===== src/rtl/switch_sequencer.sv =====
// rtl/switch_sequencer.sv - steps the photonic switch bank through a programmed pattern table
// Each pattern change is followed by a guard interval, then a dwell hold, both counted in en_tick units.
module switch_sequencer #(
    parameter int              N_SLOTS  = 8,
    parameter int              SW_W     = 4,
    parameter int              DWELL_W  = 16,
    parameter int              GUARD    = 2,
    parameter logic [SW_W-1:0] SAFE_PAT = '0,
    localparam int             SLOT_W   = $clog2(N_SLOTS)
) (
    input  logic               clk,
    input  logic               reset,
    input  logic               en_tick,
    input  logic               start,
    input  logic               stop,
    input  logic               loop_en,
    input  logic [SLOT_W:0]    num_slots,
    input  logic               cfg_we,
    input  logic [SLOT_W-1:0]  cfg_addr,
    input  logic [SW_W-1:0]    cfg_pat,
    input  logic [DWELL_W-1:0] cfg_dwell,
    output logic [SW_W-1:0]    sw_out,
    output logic [SLOT_W-1:0]  slot,
    output logic               busy,
    output logic               valid,
    output logic               slot_strobe,
    output logic               done
);

    localparam logic [1:0] ST_IDLE  = 2'd0;
    localparam logic [1:0] ST_GUARD = 2'd1;
    localparam logic [1:0] ST_DWELL = 2'd2;

    localparam logic [DWELL_W-1:0] GUARD_TICKS = DWELL_W'(GUARD);
    localparam logic [SLOT_W-1:0]  LAST_MAX    = SLOT_W'(N_SLOTS - 1);
    localparam logic [SLOT_W:0]    NUM_MAX     = (SLOT_W + 1)'(N_SLOTS);

    // Table storage is deliberately left out of reset.
    logic [SW_W-1:0]    pat_mem   [N_SLOTS];
    logic [DWELL_W-1:0] dwell_mem [N_SLOTS];

    logic [1:0]         state_q,  state_d;
    logic [SW_W-1:0]    sw_out_q, sw_out_d;
    logic [SLOT_W-1:0]  slot_q,   slot_d;
    logic [SLOT_W-1:0]  last_q,   last_d;
    logic               busy_q,   busy_d;
    logic               valid_q,  valid_d;
    logic               strobe_q, strobe_d;
    logic               done_q,   done_d;
    logic               entry_q,  entry_d;
    logic [DWELL_W-1:0] cnt_q,    cnt_d;

    logic [DWELL_W-1:0] cnt_inc;
    logic [DWELL_W-1:0] dwell_cur;
    logic [DWELL_W-1:0] dwell_tgt;
    logic [SLOT_W-1:0]  nxt_slot;
    logic [SLOT_W-1:0]  last_start;
    logic               tick_cnt;

    always_ff @(posedge clk) begin
        if (cfg_we && !busy_q) begin
            pat_mem[cfg_addr]   <= cfg_pat;
            dwell_mem[cfg_addr] <= cfg_dwell;
        end
    end

    always_comb begin
        cnt_inc   = cnt_q + 1'b1;
        dwell_cur = dwell_mem[slot_q];
        dwell_tgt = (dwell_cur == '0) ? DWELL_W'(1) : dwell_cur;
        nxt_slot  = (slot_q == last_q) ? '0 : slot_q + 1'b1;
        // The tick landing in the first cycle of a state is not counted.
        tick_cnt  = en_tick && !entry_q;
        if ((num_slots == '0) || (num_slots > NUM_MAX)) begin
            last_start = LAST_MAX;
        end else begin
            last_start = SLOT_W'(num_slots - 1'b1);
        end
    end

    always_comb begin
        state_d  = state_q;
        sw_out_d = sw_out_q;
        slot_d   = slot_q;
        last_d   = last_q;
        busy_d   = busy_q;
        valid_d  = valid_q;
        strobe_d = 1'b0;
        done_d   = 1'b0;
        entry_d  = 1'b0;
        cnt_d    = cnt_q;

        if (stop) begin
            state_d  = ST_IDLE;
            sw_out_d = SAFE_PAT;
            busy_d   = 1'b0;
            valid_d  = 1'b0;
            cnt_d    = '0;
        end else begin
            case (state_q)
                ST_IDLE: begin
                    if (start) begin
                        state_d  = ST_GUARD;
                        sw_out_d = pat_mem[0];
                        slot_d   = '0;
                        last_d   = last_start;
                        busy_d   = 1'b1;
                        strobe_d = 1'b1;
                        entry_d  = 1'b1;
                        cnt_d    = '0;
                    end
                end
                ST_GUARD: begin
                    if (tick_cnt) begin
                        if (cnt_inc == GUARD_TICKS) begin
                            state_d = ST_DWELL;
                            valid_d = 1'b1;
                            entry_d = 1'b1;
                            cnt_d   = '0;
                        end else begin
                            cnt_d = cnt_inc;
                        end
                    end
                end
                ST_DWELL: begin
                    if (tick_cnt) begin
                        if (cnt_inc >= dwell_tgt) begin
                            cnt_d   = '0;
                            valid_d = 1'b0;
                            if ((slot_q != last_q) || loop_en) begin
                                state_d  = ST_GUARD;
                                slot_d   = nxt_slot;
                                sw_out_d = pat_mem[nxt_slot];
                                strobe_d = 1'b1;
                                entry_d  = 1'b1;
                            end else begin
                                state_d  = ST_IDLE;
                                sw_out_d = SAFE_PAT;
                                busy_d   = 1'b0;
                                done_d   = 1'b1;
                            end
                        end else begin
                            cnt_d = cnt_inc;
                        end
                    end
                end
                default: begin
                    state_d  = ST_IDLE;
                    sw_out_d = SAFE_PAT;
                    busy_d   = 1'b0;
                    valid_d  = 1'b0;
                    cnt_d    = '0;
                end
            endcase
        end
    end

    always_ff @(posedge clk) begin
        if (reset) begin
            state_q  <= ST_IDLE;
            sw_out_q <= SAFE_PAT;
            slot_q   <= '0;
            last_q   <= '0;
            busy_q   <= 1'b0;
            valid_q  <= 1'b0;
            strobe_q <= 1'b0;
            done_q   <= 1'b0;
            entry_q  <= 1'b0;
            cnt_q    <= '0;
        end else begin
            state_q  <= state_d;
            sw_out_q <= sw_out_d;
            slot_q   <= slot_d;
            last_q   <= last_d;
            busy_q   <= busy_d;
            valid_q  <= valid_d;
            strobe_q <= strobe_d;
            done_q   <= done_d;
            entry_q  <= entry_d;
            cnt_q    <= cnt_d;
        end
    end

    assign sw_out      = sw_out_q;
    assign slot        = slot_q;
    assign busy        = busy_q;
    assign valid       = valid_q;
    assign slot_strobe = strobe_q;
    assign done        = done_q;

endmodule


===== config.mk =====
export PLATFORM = sky130hd
export DESIGN_NAME = switch_sequencer
export DESIGN_NICKNAME = d
export VERILOG_FILES = /design/src/rtl/switch_sequencer.sv
export SDC_FILE = /design/constraint.sdc
export NUM_CORES = 1
export LEC_CHECK = 0
export CAP_MARGIN = 20
export CORE_ASPECT_RATIO = 0.5
export CORE_MARGIN = 2
export CORE_UTILIZATION = 60
export DETAILED_ROUTE_END_ITERATION = 8
export PLACE_DENSITY = 0.85
export SLEW_MARGIN = 30
export SYNTH_ARGS = -nofsm -noshare
export SYNTH_HDL_FRONTEND = slang
export SYNTH_SLANG_ARGS = --single-unit

===== constraint.sdc =====
create_clock -name clk -period 4.7 [get_ports clk]
set_input_delay 0.705 -clock clk [delete_from_list [all_inputs] [get_ports clk]]
set_output_delay 0.705 -clock clk [all_outputs]
set_load 0.01 [all_outputs]

==> metrics.txt <==
# TYPE chip_impl_metric gauge
chip_impl_metric{name="ys_warn_count",unit=""} 0
chip_impl_metric{name="detailedRoute.firstPassIterationCount",unit=""} 6
chip_impl_metric{name="area_growth_syn_to_layout",unit="%"} 14.4
chip_impl_metric{name="post_synthesis_instance_area",unit="um^2"} 8870
chip_impl_metric{name="yosysSeqAreaShare",unit=""} 0.623
chip_impl_metric{name="min_period",unit="ns"} 4.37
chip_impl_metric{name="synth.mux.area_fraction",unit=""} 0.114
chip_impl_metric{name="report.final.hold_viol_count",unit=""} 0
chip_impl_metric{name="synth-adder-area-share",unit=""} 0.0338
chip_impl_metric{name="max_clock_freq",unit="MHz"} 229
chip_impl_metric{name="initial_utilization",unit=""} 0.613
chip_impl_metric{name="finalClockSkew",unit="ns"} 0.0116
chip_impl_metric{name="number_of_antenna_cells_inserted",unit=""} 0
chip_impl_metric{name="grt.overflow.total",unit=""} 0
chip_impl_metric{name="worst_hold_path_cells",unit=""} 2
chip_impl_info{name="synth_top_family_by_area",value="multiplexers"} 1
chip_impl_metric{name="routedLengthMet1",unit="mm"} 8.47
chip_impl_metric{name="worstPathRequired",unit="ns"} 5.00
chip_impl_info{name="min-delay-path-class",value="reg2reg"} 1
chip_impl_metric{name="finalInstanceArea",unit="um^2"} 10100
chip_impl_metric{name="design.die.area",unit="um^2"} 15800
chip_impl_metric{name="io_buffer_count",unit=""} 44
chip_impl_metric{name="synth-compound-area-share",unit=""} 0.0859
chip_impl_metric{name="remaining_drc_errors",unit=""} 0
chip_impl_metric{name="synth.lib_cells_used.distinct",unit=""} 59
chip_impl_metric{name="max_slew_margin",unit=""} 0.414
chip_impl_info{name="post_synth_main_area_contributors",value="sky130_fd_sc_hd__edfxtp_1, sky130_fd_sc_hd__dfxtp_1, sky130_fd_sc_hd__mux4_2"} 1
chip_impl_metric{name="number_of_sinks_driven_by_the_clock_tree",unit=""} 196
chip_impl_metric{name="pwr-share-comb",unit=""} 0.083
chip_impl_metric{name="final_setup_viols",unit=""} 0
chip_impl_metric{name="track_usage",unit=""} 0.271
chip_impl_metric{name="post_drt_via_cell_ratio",unit=""} 6.59
chip_impl_info{name="critPathLaunchType",value="flip-flop"} 1
chip_impl_metric{name="synth_nets",unit=""} 690
chip_impl_metric{name="power_density",unit="nW/um^2"} 365
chip_impl_metric{name="floorplan.die.height",unit="um"} 90
chip_impl_info{name="synth_area_leader_cell",value="sky130_fd_sc_hd__edfxtp_1"} 1
chip_impl_metric{name="h_tree_level_count",unit=""} 4
chip_impl_metric{name="final_layout_size_suffix_gt1_frac",unit=""} 0.144
chip_impl_metric{name="switching_share",unit=""} 0.254
chip_impl_metric{name="cts.path.max_buffers",unit=""} 2
chip_impl_info{name="synth_flop_cell",value="sky130_fd_sc_hd__edfxtp_1"} 1
chip_impl_metric{name="fp.dieW",unit="um"} 176
chip_impl_metric{name="clockPowerShare",unit=""} 0.393
chip_impl_info{name="result_of_the_run",value="completed"} 1
chip_impl_metric{name="drt_wl_total",unit="mm"} 20.5
chip_impl_info{name="tritoncts",value="yes"} 1
chip_impl_info{name="layout_commonest_cell",value="sky130_fd_sc_hd__edfxtp_1"} 1
chip_impl_metric{name="synth_seq_cells",unit=""} 196
chip_impl_metric{name="num_vias",unit=""} 5826
chip_impl_metric{name="top_cell_type_s_share_of_synthesized_area",unit=""} 0.541
chip_impl_metric{name="finish.utilization",unit=""} 0.702
chip_impl_metric{name="clk_pin_slew",unit="ns"} 0.08
chip_impl_metric{name="seq_power_share",unit=""} 0.524
chip_impl_metric{name="gp_congestion",unit=""} 0.906
chip_impl_metric{name="leakagePower",unit="nW"} 3.28
chip_impl_metric{name="grt_start_max_net_pins",unit=""} 27
chip_impl_metric{name="syn-mean-instance-area",unit="um^2"} 14.0
chip_impl_info{name="rsz0062_at_grt",value="no"} 1
chip_impl_metric{name="tightestPinTransition",unit="ns"} 0.879
chip_impl_metric{name="timing.critical_path.arrival",unit="ns"} 4.67
chip_impl_metric{name="core",unit="um^2"} 14500
chip_impl_metric{name="power.net_switching",unit="W"} 0.000940
chip_impl_metric{name="final.setup.tns",unit="ns"} 0
chip_impl_metric{name="setup_ws",unit="ns"} 0.332
chip_impl_metric{name="rows",unit=""} 31
chip_impl_metric{name="synthCells",unit=""} 632
chip_impl_metric{name="reg2reg_depth",unit=""} 15
chip_impl_metric{name="max-cap-violations",unit=""} 0
chip_impl_metric{name="grt_pass1_wl",unit="mm"} 31.9
chip_impl_info{name="critical_path.endpoint_type",value="flip-flop"} 1
chip_impl_metric{name="async_reset_ff_frac",unit=""} 0
chip_impl_metric{name="drtAntennaViolNets",unit=""} 0
chip_impl_metric{name="drtIter0Drc",unit=""} 754
chip_impl_metric{name="numCtsBuffers",unit=""} 17
chip_impl_metric{name="wl_per_cell",unit="um"} 23.2
chip_impl_metric{name="design.portCount",unit=""} 45
chip_impl_metric{name="slew_violations",unit=""} 0
chip_impl_info{name="clock-root-buffer",value="sky130_fd_sc_hd__clkbuf_16"} 1
chip_impl_metric{name="postCtsSetupBuffers",unit=""} 0
chip_impl_metric{name="internal_power",unit="W"} 0.00276
chip_impl_metric{name="place.detailed.hpwl",unit="mm"} 13.0
chip_impl_metric{name="routed-wl-met3",unit="mm"} 1.99
chip_impl_metric{name="antenna_found_initial",unit=""} 0
chip_impl_metric{name="dpl_cell_area",unit="um^2"} 9550
chip_impl_info{name="worst-setup-path-type",value="reg2reg"} 1
chip_impl_info{name="highest_layer",value="met4"} 1
chip_impl_metric{name="final.period_utilization",unit=""} 0.929
chip_impl_metric{name="place_worst_setup_slack",unit="ns"} 0.481
chip_impl_metric{name="vdd_drop_max",unit="uV"} 335
chip_impl_metric{name="design.final.nets",unit=""} 731
chip_impl_metric{name="first_global_vias",unit=""} 5622
chip_impl_metric{name="clock_latency",unit="ns"} 0.44
chip_impl_metric{name="synth_enable_flop_cells",unit=""} 160
chip_impl_metric{name="synth_xor_area_frac",unit=""} 0.0217
chip_impl_metric{name="detailroute.wirelength.met2",unit="mm"} 9.57
chip_impl_metric{name="crit_path_max_fanout",unit=""} 26
chip_impl_info{name="commonest_cells_after_routing_fill_and_taps_aside",value="sky130_fd_sc_hd__edfxtp_1, sky130_fd_sc_hd__nand2_1, sky130_fd_sc_hd__clkdlybuf4s50_1"} 1
chip_impl_metric{name="post_synth_and_or_nand_nor_area_fraction",unit=""} 0.0959
## cell families (layout without fill, tap and decap cells)
group | count (synthesis) | count (layout)
AOI/OAI and AO/OA | 112 | 112
xor gates and xnor gates | 22 | 22
adders and majority gates | 24 | 24
buffers and inverters | 52 | 106
DFF | 196 | 196
muxes | 61 | 61
and+or+nand+nor | 165 | 165
## through the flow
stage	hold WS (ns)	cells	power, W
after global routing	0.555	884	0.00380
after global placement	0.490	852	0.00226
after CTS	0.520	884	0.00370
final	0.521	884	0.00370
after floorplan	0.473	632	0.00215
after detailed placement	0.506	852	0.00228
## sequential cells by signal, indices dropped and copies added, names as in the netlist, named ones only
name         count
busy             1
cnt_q           16
done             1
dwell_mem      128
entry_q          1
last_q           3
pat_mem         32
slot             3
slot_strobe      1
state_q          2
sw_out           4
valid            1
## final timing paths
| path | start | end | slack, ns |
|---|---|---|---|
| min | state_q[0] | state_q[0] | 0.52 |
| max | flip-flop | cnt_q[14] | 0.33 |
| max reg2reg | flip-flop | cnt_q[14] | 0.33 |
| min reg2reg | state_q[0] | state_q[0] | 0.52 |
## what timing repair did
action                                  CTS  global route
endpoints found under the setup margin    0             2
resized for setup                         0             1
hold buffers                              0             0
## power by group through the flow
stage	Sequential (W)	Clock [W]	Combinational, W
final	0.00194	0.00146	0.000307
after global routing	0.00194	0.00153	0.000333
after CTS	0.00194	0.00146	0.000302
after detailed placement	0.00198	0	0.000299
after global placement	0.00197	0	0.000289
after floorplan	0.00197	0	0.000179
## critical path: stages (launching register included)
cell,delay [ns]
sky130_fd_sc_hd__dfxtp_2,0.50
sky130_fd_sc_hd__buf_12,0.27
sky130_fd_sc_hd__mux4_2,0.55
sky130_fd_sc_hd__mux2i_1,0.43
sky130_fd_sc_hd__nand4_1,0.15
sky130_fd_sc_hd__or4_1,0.50
sky130_fd_sc_hd__nand2_1,0.08
sky130_fd_sc_hd__ha_1,0.12
sky130_fd_sc_hd__nand2b_1,0.09
sky130_fd_sc_hd__a21oi_1,0.07
sky130_fd_sc_hd__o211ai_1,0.31
sky130_fd_sc_hd__a21o_1,0.24
sky130_fd_sc_hd__buf_4,0.18
sky130_fd_sc_hd__a21oi_1,0.08
sky130_fd_sc_hd__a31oi_2,0.46
sky130_fd_sc_hd__o22ai_1,0.17
## cell usage after synthesis, types with 2 or more instances
master                     count
sky130_fd_sc_hd__or2_2         2
sky130_fd_sc_hd__o311a_1       2
sky130_fd_sc_hd__nand3_1      30
sky130_fd_sc_hd__a31oi_1       6
sky130_fd_sc_hd__xnor2_1      18
sky130_fd_sc_hd__clkbuf_1     22
sky130_fd_sc_hd__edfxtp_1    160
sky130_fd_sc_hd__o41ai_1       2
sky130_fd_sc_hd__o32ai_1       4
sky130_fd_sc_hd__a211oi_1      5
sky130_fd_sc_hd__o22ai_1       9
sky130_fd_sc_hd__nor2_1       19
sky130_fd_sc_hd__a311oi_1      9
sky130_fd_sc_hd__mux4_2       32
sky130_fd_sc_hd__nand4_1      12
sky130_fd_sc_hd__nor2b_1       2
sky130_fd_sc_hd__mux2i_1      28
sky130_fd_sc_hd__or3_1        11
sky130_fd_sc_hd__and3_1        3
sky130_fd_sc_hd__buf_2         7
sky130_fd_sc_hd__dfxtp_1      36
sky130_fd_sc_hd__o21ai_0      24
sky130_fd_sc_hd__nor3_1       11
sky130_fd_sc_hd__xor2_1        4
sky130_fd_sc_hd__nor4_1        5
sky130_fd_sc_hd__a21boi_0      2
sky130_fd_sc_hd__buf_1         3
sky130_fd_sc_hd__ha_1         24
sky130_fd_sc_hd__o211ai_1      3
sky130_fd_sc_hd__a21o_1        3
sky130_fd_sc_hd__a21oi_1      23
sky130_fd_sc_hd__inv_1        15
sky130_fd_sc_hd__nand4b_1      3
sky130_fd_sc_hd__nand3b_1      3
sky130_fd_sc_hd__o31ai_1       2
sky130_fd_sc_hd__nand2b_1      7
sky130_fd_sc_hd__nand2_1      45
sky130_fd_sc_hd__a22oi_2       2
sky130_fd_sc_hd__buf_6         3
sky130_fd_sc_hd__a221oi_1      7
sky130_fd_sc_hd__and2_1        4
sky130_fd_sc_hd__or4_1         3
## layout make-up
cell class / count / area, um^2
flip-flops and latches: 196 / 5530
fillers: 905 / 4320
multi-input cells: 384 / 3160
repair buffers: 59 / 566
clock buffers: 18 / 439
well taps: 198 / 248
clock inverters: 14 / 155
inverters: 15 / 56.3
## routing by layer
metal | up-vias | track usage
li1 | 2581 | -
met1 | 2867 | 0.371
met2 | 330 | 0.424
met3 | 48 | 0.0778
met4 | 0 | 0.0902
met5 | - | 0
Note: power is estimated with default switching activity, not from simulation.
==> edit: new RTL, same flow settings <==
Reset style: asynchronous (`reset`), changed in one clocked block.
--- a/src/rtl/switch_sequencer.sv
+++ b/src/rtl/switch_sequencer.sv
@@ -155,7 +155,7 @@
         end
     end
 
-    always_ff @(posedge clk) begin
+    always_ff @(posedge clk or posedge reset) begin
         if (reset) begin
             state_q  <= ST_IDLE;
             sw_out_q <= SAFE_PAT;
Formal check against the unedited RTL: differs if reset is asserted again (counterexample within 4 cycles, from zero or initial values and one cycle with reset high); with reset held inactive, the same outputs for 10 cycles.
==> edit against the original RTL <==
Critical path type unchanged. Sequential cell count fell by 3. Sequential power rose by 3%. Critical path depth decreased by 1. Setup slack got worse by 0.0070 ns. Total power increased by 8.3%. Wire length decreased by 1.6%. Synthesized area shrank 0.68%. Design area hardly changed.
==> edit: results (changes against the original RTL) <==
status: "completed"
place_ws_ns: 0.161  # -0.320 ns
synth_fp_nets: 641  # -7.1%
cell_internal_pwr_mw: 2.92  # +5.6%
synthXorXnorAreaFrac: 0.0149  # -0.00681
muxShareOfSynthArea: 0.116  # +0.00177
ys_async_sr_fraction: 0.171  # +0.171
drive_above_1_share: 0.155  # +0.0110
grt_first_pass_wirelength_um: 31300  # -1.8%
synth_cell_types: 66  # +12%
viasPerCell: 6.46  # -2.0%
vdd_drop_max_mv: 0.234  # -30%
grt_max_degree: 35  # +30%
cp_slowest_stage_delay_ns: 0.62  # +0.07 ns
met1_usage: 0.371  # about the same
leakagePower_nw: 3.55  # +8.3%
grtUsageMet3: 0.0592  # -0.0186
crit_family: "simple AND/OR/NAND/NOR gates"
worstHoldStart: "cnt_q[15]"
hold_path_depth: 2  # unchanged
crit_arrival_ns: 4.75  # +0.08 ns
max_slew_margin: 0.443  # +0.0290
ff2ff_path_depth: 14  # -1
ctsLongestPathBuffers: 2  # unchanged
worstReg2RegEnd: "cnt_q[4]"
fin_nets: 690  # -5.6%
synth_area_leaders: "edfxtp_1 55%, dfrtp_1 9.4%, mux4_2 6.4%"
yosys.area_share.adder: 0.0355  # +0.00165
ys_seq_area_frac: 0.639  # +0.0162
n_fill_cell: 869  # -4.0%
drt-total-wl_um: 20200  # -1.6%
synth-compound-area-share: 0.0836  # -0.00225
synth_common_cells: "160 x edfxtp_1, 38 x nand2_1, 33 x dfrtp_1, 25 x ha_1, 25 x mux4_2"
drt_first_pass_iters: 7  # +1
finClkSkew_ns: 0.0131  # +0.00146 ns
worstPathMaxFanout: 13  # -50%
cpMaxStageDelayCell: "dfrtp_4"
drt-initial-drc-count: 635  # -16%
grt_pass1_vias: 5410  # -3.8%
place_congestion: 0.852  # -6.0%
dp_hpwl_um: 12300  # -5.3%
io_buffers: 44  # unchanged
use_met2: 0.431  # +0.00689
globalRouteTotalUtil: 0.268  # -0.00345
[edit: cell count changes after synthesis, sizes merged, moves of 5 or more]
cell,before,now
dfrtp,0,33
a21o,3,9
clkbuf,23,9
o22ai,9,0
nand2,45,39
nand3,30,12
buf,14,20
or3,11,2
xnor2,18,8
a22o,1,6
a311oi,9,4
a21oi,23,14
dfxtp,36,0
[edit: worst min-delay path: stages, from the launching register on]
cell     delay, ns
dfrtp_1       0.37
nand2_1       0.05
o21ai_0       0.06
[edit: worst max-delay path by stage]
stage,startpoint,to,slack [ns],cells after the start
global route,slot[0],cnt_q[4],0.10,14
CTS,slot[0],cnt_q[4],0.01,14
floorplan,slot[1],cnt_q[4],1.02,15
global placement,slot[0],cnt_q[4],0.27,14
detailed placement,slot[0],cnt_q[10],0.16,14
finish,slot[0],cnt_q[4],0.32,14
[edit: final cells by class]
cell class                      count  share of cell area
Timing Repair Buffer               59              0.0575
Multi-Input combinational cell    341               0.293
Sequential cell                   193               0.555
Inverter                           19             0.00703
Clock inverter                     15              0.0206
Clock buffer                       17              0.0419
Tap cell                          198              0.0244
[edit: metrics by stage]
| step | instances | hold WS [ns] | cell area [µm²] | power (mW) |
|---|---|---|---|---|
| after floorplan | 582 | 0.470 | 8810 | 2.31 |
| after CTS | 841 | 0.517 | 10100 | 4.01 |
| final | 842 | 0.514 | 10100 | 4.01 |
| after global placement | 809 | 0.488 | 9470 | 2.49 |
| after detailed placement | 809 | 0.499 | 9480 | 2.51 |
| after global routing | 842 | 0.559 | 10100 | 4.13 |
[edit: kinds of logic (layout without fill, tap and decap cells)]
group	Yosys count	in the layout
xor gates and xnor gates	15	15
buffers and inverters	48	110
AOI/OAI and AO/OA	103	103
muxes	59	59
and+or+nand+nor	139	139
adders and majority gates	25	25
DFF	193	193
[edit: timing repair]
action / CTS / global route
gates resized for setup: 0 / 2
setup endpoints to repair: 0 / 21
buffers inserted: 0 / 1
hold endpoints to repair: 0 / 0
[edit: routing by layer]
layer  share of wire  up-vias
met2            0.49      291
met1            0.41     2716
li1                -     2400
met4           0.017        0
met3           0.087       31
met5               0        -
[edit: power groups by stage]
stage	logic, mW	registers [mW]	clock network [mW]
3_3_place_gp	0.470	2.02	0
6_report	0.502	1.99	1.51
4_1_cts	0.496	1.99	1.52
3_5_place_dp	0.485	2.03	0
5_1_grt	0.539	2.00	1.59
2_1_floorplan	0.287	2.02	0
